## config.mk

```make
export PLATFORM = sky130hd
export DESIGN_NAME = instr_sequencer_flat
export DESIGN_NICKNAME = d
export VERILOG_FILES = /design/src/rtl/instr_sequencer_if.sv /design/src/rtl/instr_sequencer.sv /design/src/flat_wrapper.sv
export SDC_FILE = /design/constraint.sdc
export NUM_CORES = 1
export LEC_CHECK = 0
export CORE_AREA = 2 2 59 67
export CTS_CLUSTER_SIZE = 8
export DETAILED_ROUTE_END_ITERATION = 7
export DIE_AREA = 0 0 61 69
export PLACE_DENSITY_LB_ADDON = 0.1
export SLEW_MARGIN = 15
export SYNTH_ARGS = -nofsm -noshare
export SYNTH_HDL_FRONTEND = slang
export SYNTH_SLANG_ARGS = --single-unit
```

## constraint.sdc

```tcl
create_clock -name CLK -period 2.1 [get_ports CLK]
set_input_delay 0.525 -clock CLK [delete_from_list [all_inputs] [get_ports CLK]]
set_output_delay 0.525 -clock CLK [all_outputs]
set_load 0.02 [all_outputs]
```

## src/rtl/instr_sequencer_if.sv

```systemverilog
// Handshake and control-bus bundle between the instruction sequencer and the
// 10-bit datapath (register file, ALU A/G registers, shared bus).
interface instr_sequencer_if #(
    parameter int DATA_W = 10
);
    logic              GO;
    logic [DATA_W-1:0] INSTR;
    logic              IRin;
    logic [1:0]        T;
    logic              Ext;
    logic              Rout;
    logic              Gout;
    logic              IMMen;
    logic [DATA_W-1:0] IMM;
    logic [1:0]        RDA;
    logic              Rin;
    logic [1:0]        WRA;
    logic              Ain;
    logic              Gin;
    logic [1:0]        ALUcont;
    logic              done;
    logic              halted;

    modport master (
        output GO, INSTR,
        input  IRin, T, Ext, Rout, Gout, IMMen, IMM, RDA, Rin, WRA,
               Ain, Gin, ALUcont, done, halted
    );

    modport slave (
        input  GO, INSTR,
        output IRin, T, Ext, Rout, Gout, IMMen, IMM, RDA, Rin, WRA,
               Ain, Gin, ALUcont, done, halted
    );
endinterface

```

## src/rtl/instr_sequencer.sv

```systemverilog
// Multi-cycle control FSM: latches one instruction per GO in FETCH and walks
// it through up to three execute steps, driving bus selects and enables.
module instr_sequencer #(
    parameter int DATA_W  = 10,
    parameter bit HALT_EN = 1'b1
) (
    input logic              CLK,
    input logic              CLR,
    instr_sequencer_if.slave bus
);
    // T is taken straight from the low state bits; HALT aliases to T=0.
    localparam logic [2:0] FETCH = 3'd0;
    localparam logic [2:0] S1    = 3'd1;
    localparam logic [2:0] S2    = 3'd2;
    localparam logic [2:0] S3    = 3'd3;
    localparam logic [2:0] HALT  = 3'd4;

    localparam logic [2:0] OP_LOAD = 3'b000;
    localparam logic [2:0] OP_COPY = 3'b001;
    localparam logic [2:0] OP_ADD  = 3'b010;
    localparam logic [2:0] OP_SUB  = 3'b011;
    localparam logic [2:0] OP_INV  = 3'b100;
    localparam logic [2:0] OP_ADDI = 3'b110;
    localparam logic [2:0] OP_HLT  = 3'b111;

    localparam logic [1:0] ALU_ADD  = 2'b00;
    localparam logic [1:0] ALU_SUB  = 2'b01;
    localparam logic [1:0] ALU_INV  = 2'b10;
    localparam logic [1:0] ALU_PASS = 2'b11;

    typedef struct packed {
        logic              irin;
        logic [1:0]        t;
        logic              ext;
        logic              rout;
        logic              gout;
        logic              immen;
        logic [DATA_W-1:0] imm;
        logic [1:0]        rda;
        logic              rin;
        logic [1:0]        wra;
        logic              ain;
        logic              gin;
        logic [1:0]        alu;
        logic              done;
        logic              halted;
    } ctrl_t;

    logic [2:0]        state;
    logic [2:0]        state_nxt;
    logic [DATA_W-1:0] ir;
    logic [2:0]        op;
    logic [1:0]        rx;
    logic [1:0]        ry;
    logic [1:0]        last_step;
    logic              at_last;
    logic              halt_op;
    ctrl_t             c;

    assign op      = ir[9:7];
    assign rx      = ir[6:5];
    assign ry      = ir[4:3];
    assign halt_op = HALT_EN && (op == OP_HLT);

    always_comb begin
        case (op)
            OP_ADD, OP_SUB, OP_ADDI: last_step = 2'd3;
            OP_INV:                  last_step = 2'd2;
            default:                 last_step = 2'd1;
        endcase
    end

    assign at_last = (state != FETCH) && (state != HALT) && (state[1:0] == last_step);

    always_comb begin
        state_nxt = state;
        case (state)
            FETCH:      if (bus.GO) state_nxt = S1;
            S1, S2, S3: if (at_last) state_nxt = halt_op ? HALT : FETCH;
                        else         state_nxt = state + 3'd1;
            HALT:       state_nxt = HALT;
            default:    state_nxt = FETCH;
        endcase
    end

    // Outputs decode only from the latched word, so INSTR may change freely mid-instruction.
    always_ff @(posedge CLK or posedge CLR) begin
        if (CLR) begin
            state <= FETCH;
            ir    <= '0;
        end else begin
            state <= state_nxt;
            if (state == FETCH && bus.GO) ir <= bus.INSTR;
        end
    end

    always_comb begin
        c     = '0;
        c.alu = ALU_PASS;
        case (state)
            FETCH: c.irin   = 1'b1;
            HALT:  c.halted = 1'b1;
            S1, S2, S3: begin
                c.t    = state[1:0];
                c.done = at_last;
                case (op)
                    OP_LOAD: begin
                        c.ext = 1'b1;
                        c.rin = 1'b1;
                        c.wra = rx;
                    end
                    OP_COPY: begin
                        c.rout = 1'b1;
                        c.rda  = ry;
                        c.rin  = 1'b1;
                        c.wra  = rx;
                    end
                    OP_ADD, OP_SUB, OP_ADDI: begin
                        case (state)
                            S1: begin
                                c.rout = 1'b1;
                                c.rda  = rx;
                                c.ain  = 1'b1;
                            end
                            S2: begin
                                if (op == OP_ADDI) begin
                                    c.immen = 1'b1;
                                    c.imm   = {{(DATA_W-5){1'b0}}, ir[4:0]};
                                end else begin
                                    c.rout = 1'b1;
                                    c.rda  = ry;
                                end
                                c.gin = 1'b1;
                                c.alu = (op == OP_SUB) ? ALU_SUB : ALU_ADD;
                            end
                            default: begin
                                c.gout = 1'b1;
                                c.rin  = 1'b1;
                                c.wra  = rx;
                            end
                        endcase
                    end
                    OP_INV: begin
                        if (state == S1) begin
                            c.rout = 1'b1;
                            c.rda  = ry;
                            c.gin  = 1'b1;
                            c.alu  = ALU_INV;
                        end else begin
                            c.gout = 1'b1;
                            c.rin  = 1'b1;
                            c.wra  = rx;
                        end
                    end
                    default: ;
                endcase
            end
            default: ;
        endcase
    end

    assign bus.IRin    = c.irin;
    assign bus.T       = c.t;
    assign bus.Ext     = c.ext;
    assign bus.Rout    = c.rout;
    assign bus.Gout    = c.gout;
    assign bus.IMMen   = c.immen;
    assign bus.IMM     = c.imm;
    assign bus.RDA     = c.rda;
    assign bus.Rin     = c.rin;
    assign bus.WRA     = c.wra;
    assign bus.Ain     = c.ain;
    assign bus.Gin     = c.gin;
    assign bus.ALUcont = c.alu;
    assign bus.done    = c.done;
    assign bus.halted  = c.halted;

    a_one_src:  assert property (@(posedge CLK) disable iff (CLR) $onehot0({c.ext, c.rout, c.gout, c.immen}));
    a_rin_gin:  assert property (@(posedge CLK) disable iff (CLR) !(c.rin && c.gin));
    a_done_one: assert property (@(posedge CLK) disable iff (CLR) c.done |=> !c.done);
endmodule

```

## src/flat_wrapper.sv

```systemverilog
// flat-port wrapper written by rule: the top's interface ports become plain ports
module instr_sequencer_flat 
#(
    parameter int DATA_W  = 10,
    parameter bit HALT_EN = 1'b1
)
  (CLK, CLR, bus_GO, bus_INSTR, bus_IRin, bus_T, bus_Ext, bus_Rout, bus_Gout, bus_IMMen, bus_IMM, bus_RDA, bus_Rin, bus_WRA, bus_Ain, bus_Gin, bus_ALUcont, bus_done, bus_halted);
  instr_sequencer_if #(.DATA_W(DATA_W)) bus_i ();
  input logic CLK;
  input logic CLR;
  input wire logic [$bits(bus_i.GO)-1:0] bus_GO;
  input wire logic [$bits(bus_i.INSTR)-1:0] bus_INSTR;
  output wire logic [$bits(bus_i.IRin)-1:0] bus_IRin;
  output wire logic [$bits(bus_i.T)-1:0] bus_T;
  output wire logic [$bits(bus_i.Ext)-1:0] bus_Ext;
  output wire logic [$bits(bus_i.Rout)-1:0] bus_Rout;
  output wire logic [$bits(bus_i.Gout)-1:0] bus_Gout;
  output wire logic [$bits(bus_i.IMMen)-1:0] bus_IMMen;
  output wire logic [$bits(bus_i.IMM)-1:0] bus_IMM;
  output wire logic [$bits(bus_i.RDA)-1:0] bus_RDA;
  output wire logic [$bits(bus_i.Rin)-1:0] bus_Rin;
  output wire logic [$bits(bus_i.WRA)-1:0] bus_WRA;
  output wire logic [$bits(bus_i.Ain)-1:0] bus_Ain;
  output wire logic [$bits(bus_i.Gin)-1:0] bus_Gin;
  output wire logic [$bits(bus_i.ALUcont)-1:0] bus_ALUcont;
  output wire logic [$bits(bus_i.done)-1:0] bus_done;
  output wire logic [$bits(bus_i.halted)-1:0] bus_halted;
  assign bus_i.GO = bus_GO;
  assign bus_i.INSTR = bus_INSTR;
  assign bus_IRin = bus_i.IRin;
  assign bus_T = bus_i.T;
  assign bus_Ext = bus_i.Ext;
  assign bus_Rout = bus_i.Rout;
  assign bus_Gout = bus_i.Gout;
  assign bus_IMMen = bus_i.IMMen;
  assign bus_IMM = bus_i.IMM;
  assign bus_RDA = bus_i.RDA;
  assign bus_Rin = bus_i.Rin;
  assign bus_WRA = bus_i.WRA;
  assign bus_Ain = bus_i.Ain;
  assign bus_Gin = bus_i.Gin;
  assign bus_ALUcont = bus_i.ALUcont;
  assign bus_done = bus_i.done;
  assign bus_halted = bus_i.halted;
  instr_sequencer #(.DATA_W(DATA_W), .HALT_EN(HALT_EN)) u_core (.CLK(CLK), .CLR(CLR), .bus(bus_i));
endmodule
```

==> flow_metrics.tcl <==
set metrics [dict create \
    antenna_found_initial 0 \
    final_max_slew_viol_count 0 \
    antenna_left 0 \
    grt_pass1_wl_um 4950 \
    via_per_inst 4.59 \
    period_share 1.08 \
    worstSetupEndpointType "output port" \
    combPwrFrac 0.710 \
    start_util 0.292 \
    drt-pass1-iter-count 2 \
    drv_cap 0 \
    layout-drive-gt1-share 0.640 \
    root_buffer "clkbuf_8" \
    synthToLayoutAreaGrowth_pct 77.2 \
    outcome "finished with violations" \
    swShare 0.417 \
    die_x_um 61 \
    min_path_type "reg2reg" \
    cts_tree "built" \
    p_leak_nw 0.830 \
    violations "negative setup slack" \
    hpwl_um 2200 \
    io_buffers 35 \
    hold_violations 0 \
    yosysSeqAreaShare 0.315 \
    die_y_um 69 \
    cts.clk_slew.worst_paths_ns 0.06 \
    fin_nets 197 \
    synth_top_area_cell "dfrtp_1" \
    drc_errors 0 \
    power.internal_mw 1.55 \
    relSlewSlack 0.658 \
    pwr-share-clk 0.081 \
    synth_seq_cells 13 \
    cts_hold_buffers 0 \
    worst_skew_pair.late_latency_ns 0.24 \
    grt-ovfl-total 0 \
    wl_um 2900 \
    final_util 0.517 \
    h-tree-depth 1 \
    fillCellCount 356 \
    vdd_drop_max_mv 0.597 \
    finalSetupTns_ns -1.22 \
    power.density_nw_per_um2 1450 \
    io_pins 41 \
    syn_inst 108 \
    grt.total_usage 0.150 \
    rsz0062_at_grt "yes" \
    fp.coreArea_um2 3540 \
    worstSetupPathType "reg2out" \
    worst_pin_slew_ns 0.513 \
    switchingPower_mw 1.11 \
    netlist_top_cells_area "dfrtp_1 31%, mux2_2 11%, ha_1 6.1%, buf_4 4.4%, and2_1 4.2%" \
    clock_sinks 13 \
    die-area_um2 4210 \
    synth_top_area_share 0.315 \
    clockBufferDepth 2 \
    netlist_area_um2 1030 \
    cts_buffers 3 \
    gp_congestion 0.757 \
    setup_ws_ns -0.163 \
    grt_max_degree 14 \
    drtIter0Drc 8 \
    grt_pass1_vias 1064 \
    via_count 1047 \
    final.min_clock_period_ns 2.26 \
    pwr-share-seq 0.209 \
    cp.arrival_ns 1.74 \
    dpl_cell_area_um2 1630 \
    crit_path_start_kind "flip-flop" \
    hold_slack_ns 0.511 \
    final_area_um2 1830 \
    ys_warn_count 0 \
    maxClockFrequency_mhz 442 \
    setup-violations-final 12 \
    yosysUniqueCellTypes 42 \
    crit_fanout 5 \
    diodes 0 \
    fin_skew_ns 0.00385 \
    worstPathRequired_ns 1.57 \
    core.rowCount 23 \
    wire_per_inst_um 12.7 \
    synth.avg_cell_area_um2 9.57 \
]
==> through the flow <==
stage	worst slack, ns	power (mW)	cells
after floorplan	0.0108	1.44	112
after global placement	-0.371	2.17	217
after detailed placement	-0.395	2.19	217
after CTS	-0.157	2.61	227
after global routing	-0.237	2.88	228
final	-0.163	2.66	228
==> final timing paths <==
check | endpoint | from | depth (start not counted) | slack, ns
min in group asynchronous | u_core.ir[1] | CLR | 2 | 0.61
max in group asynchronous | u_core.ir[8] | CLR | 2 | 1.11
min reg2reg | u_core.ir[1] | u_core.ir[1] | 1 | 0.51
min | u_core.ir[1] | u_core.ir[1] | 1 | 0.51
max | bus_ALUcont[0] | u_core.state[1] | 6 | -0.16
max reg2reg | u_core.ir[5] | u_core.state[0] | 9 | 0.19
==> cells by family (layout without fill, tap and decap cells) <==
group	after synthesis	after routing	share of synthesized area
flip-flops	13	13	0.315
other	1	5	0.00363
AO/OA/AOI/OAI	24	24	0.176
AND/OR/NAND/NOR	39	39	0.232
adder cells (fa/ha/maj)	5	5	0.0605
multiplexers	10	10	0.109
buffers and inverters	16	82	0.104
==> metal layers <==
layer  share of wire  up-vias  wire [um]  track usage
li1                -      518          -            -
met1            0.39      506       1130        0.179
met2            0.57       23       1660        0.272
met3           0.036        0        103       0.0338
met4               0        0          0       0.0145
met5               0        -          0            0
==> state kept, by name, summed over array words and instances (netlist names) <==
| name | count |
|---|---|
| u_core.state | 3 |
| u_core.ir | 10 |
==> cells in the final DEF (no fill, tap or decap), drive strengths merged, types with 2 or more instances in the layout <==
cell	instances
clkdlybuf4s50	12
nand2b	2
nand3b	3
inv	7
a21oi	5
conb	5
nor2	7
dfrtp	13
and4b	2
and2	7
mux2	10
ha	5
o21ai	3
nor3	6
nor2b	2
nand2	4
a22oi	2
clkbuf	3
buf	58
a21o	3
==> power groups by stage <==
stage	clock (mW)	sequential [mW]	combinational (mW)
global route	0.242	0.585	2.05
CTS	0.229	0.549	1.83
finish	0.217	0.556	1.89
global placement	0	0.517	1.65
detailed placement	0	0.523	1.67
floorplan	0	0.455	0.987
==> timing repair <==
action                     in CTS  in global routing
setup endpoints to repair      23                 21
gates resized for setup       142                 10
pin swaps                      12                  8
cloned                          0                  0
buffers inserted                6                  1
==> final cells by class <==
cell class,count,area (um2),share of cell area
clock buffers,3,41.3,0.0225
multi-input cells,83,774,0.423
repair buffers,71,589,0.322
clock inverters,1,5.00,0.00273
inverters,7,26.3,0.0143
flip-flops and latches,13,333,0.182
well taps,50,62.6,0.0342
==> worst max-delay path, stage by stage, from the launching register on <==
cell and delay (ns):
dfrtp_2 0.45, inv_2 0.09, ha_4 0.15, nand3b_1 0.12, a21o_1 0.21, or3_4 0.34, buf_6 0.14
==> cells in the mapped netlist <==
| cell type | count |
|---|---|
| dfrtp_1 | 13 |
| mux2_2 | 10 |
| and2_1 | 7 |
| inv_1 | 7 |
| nor2_1 | 7 |
| buf_4 | 6 |
| a21oi_1 | 5 |
| ha_1 | 5 |
| nor3_1 | 5 |
| a21o_1 | 3 |
| nand2_1 | 3 |
| nand3b_1 | 3 |
| a22oi_1 | 2 |
| buf_6 | 2 |
| nor2b_1 | 2 |
| o21ai_0 | 2 |
| a211oi_1 | 1 |
| a31oi_1 | 1 |
| a41o_1 | 1 |
| and3_1 | 1 |
| and4b_1 | 1 |
| and4b_2 | 1 |
| clkbuf_8 | 1 |
| conb_1 | 1 |
| nand2_2 | 1 |
| nand2b_1 | 1 |
| nand2b_4 | 1 |
| nand3_1 | 1 |
| nor3_2 | 1 |
| nor4b_1 | 1 |
| o2111ai_1 | 1 |
| o21ai_2 | 1 |
| o21ba_2 | 1 |
| o221ai_2 | 1 |
| o22ai_1 | 1 |
| o2bb2ai_1 | 1 |
| o311ai_0 | 1 |
| o32a_1 | 1 |
| o41ai_1 | 1 |
| or2_2 | 1 |
| or3_1 | 1 |
| or3b_1 | 1 |
(Power assumes the default switching activity.)
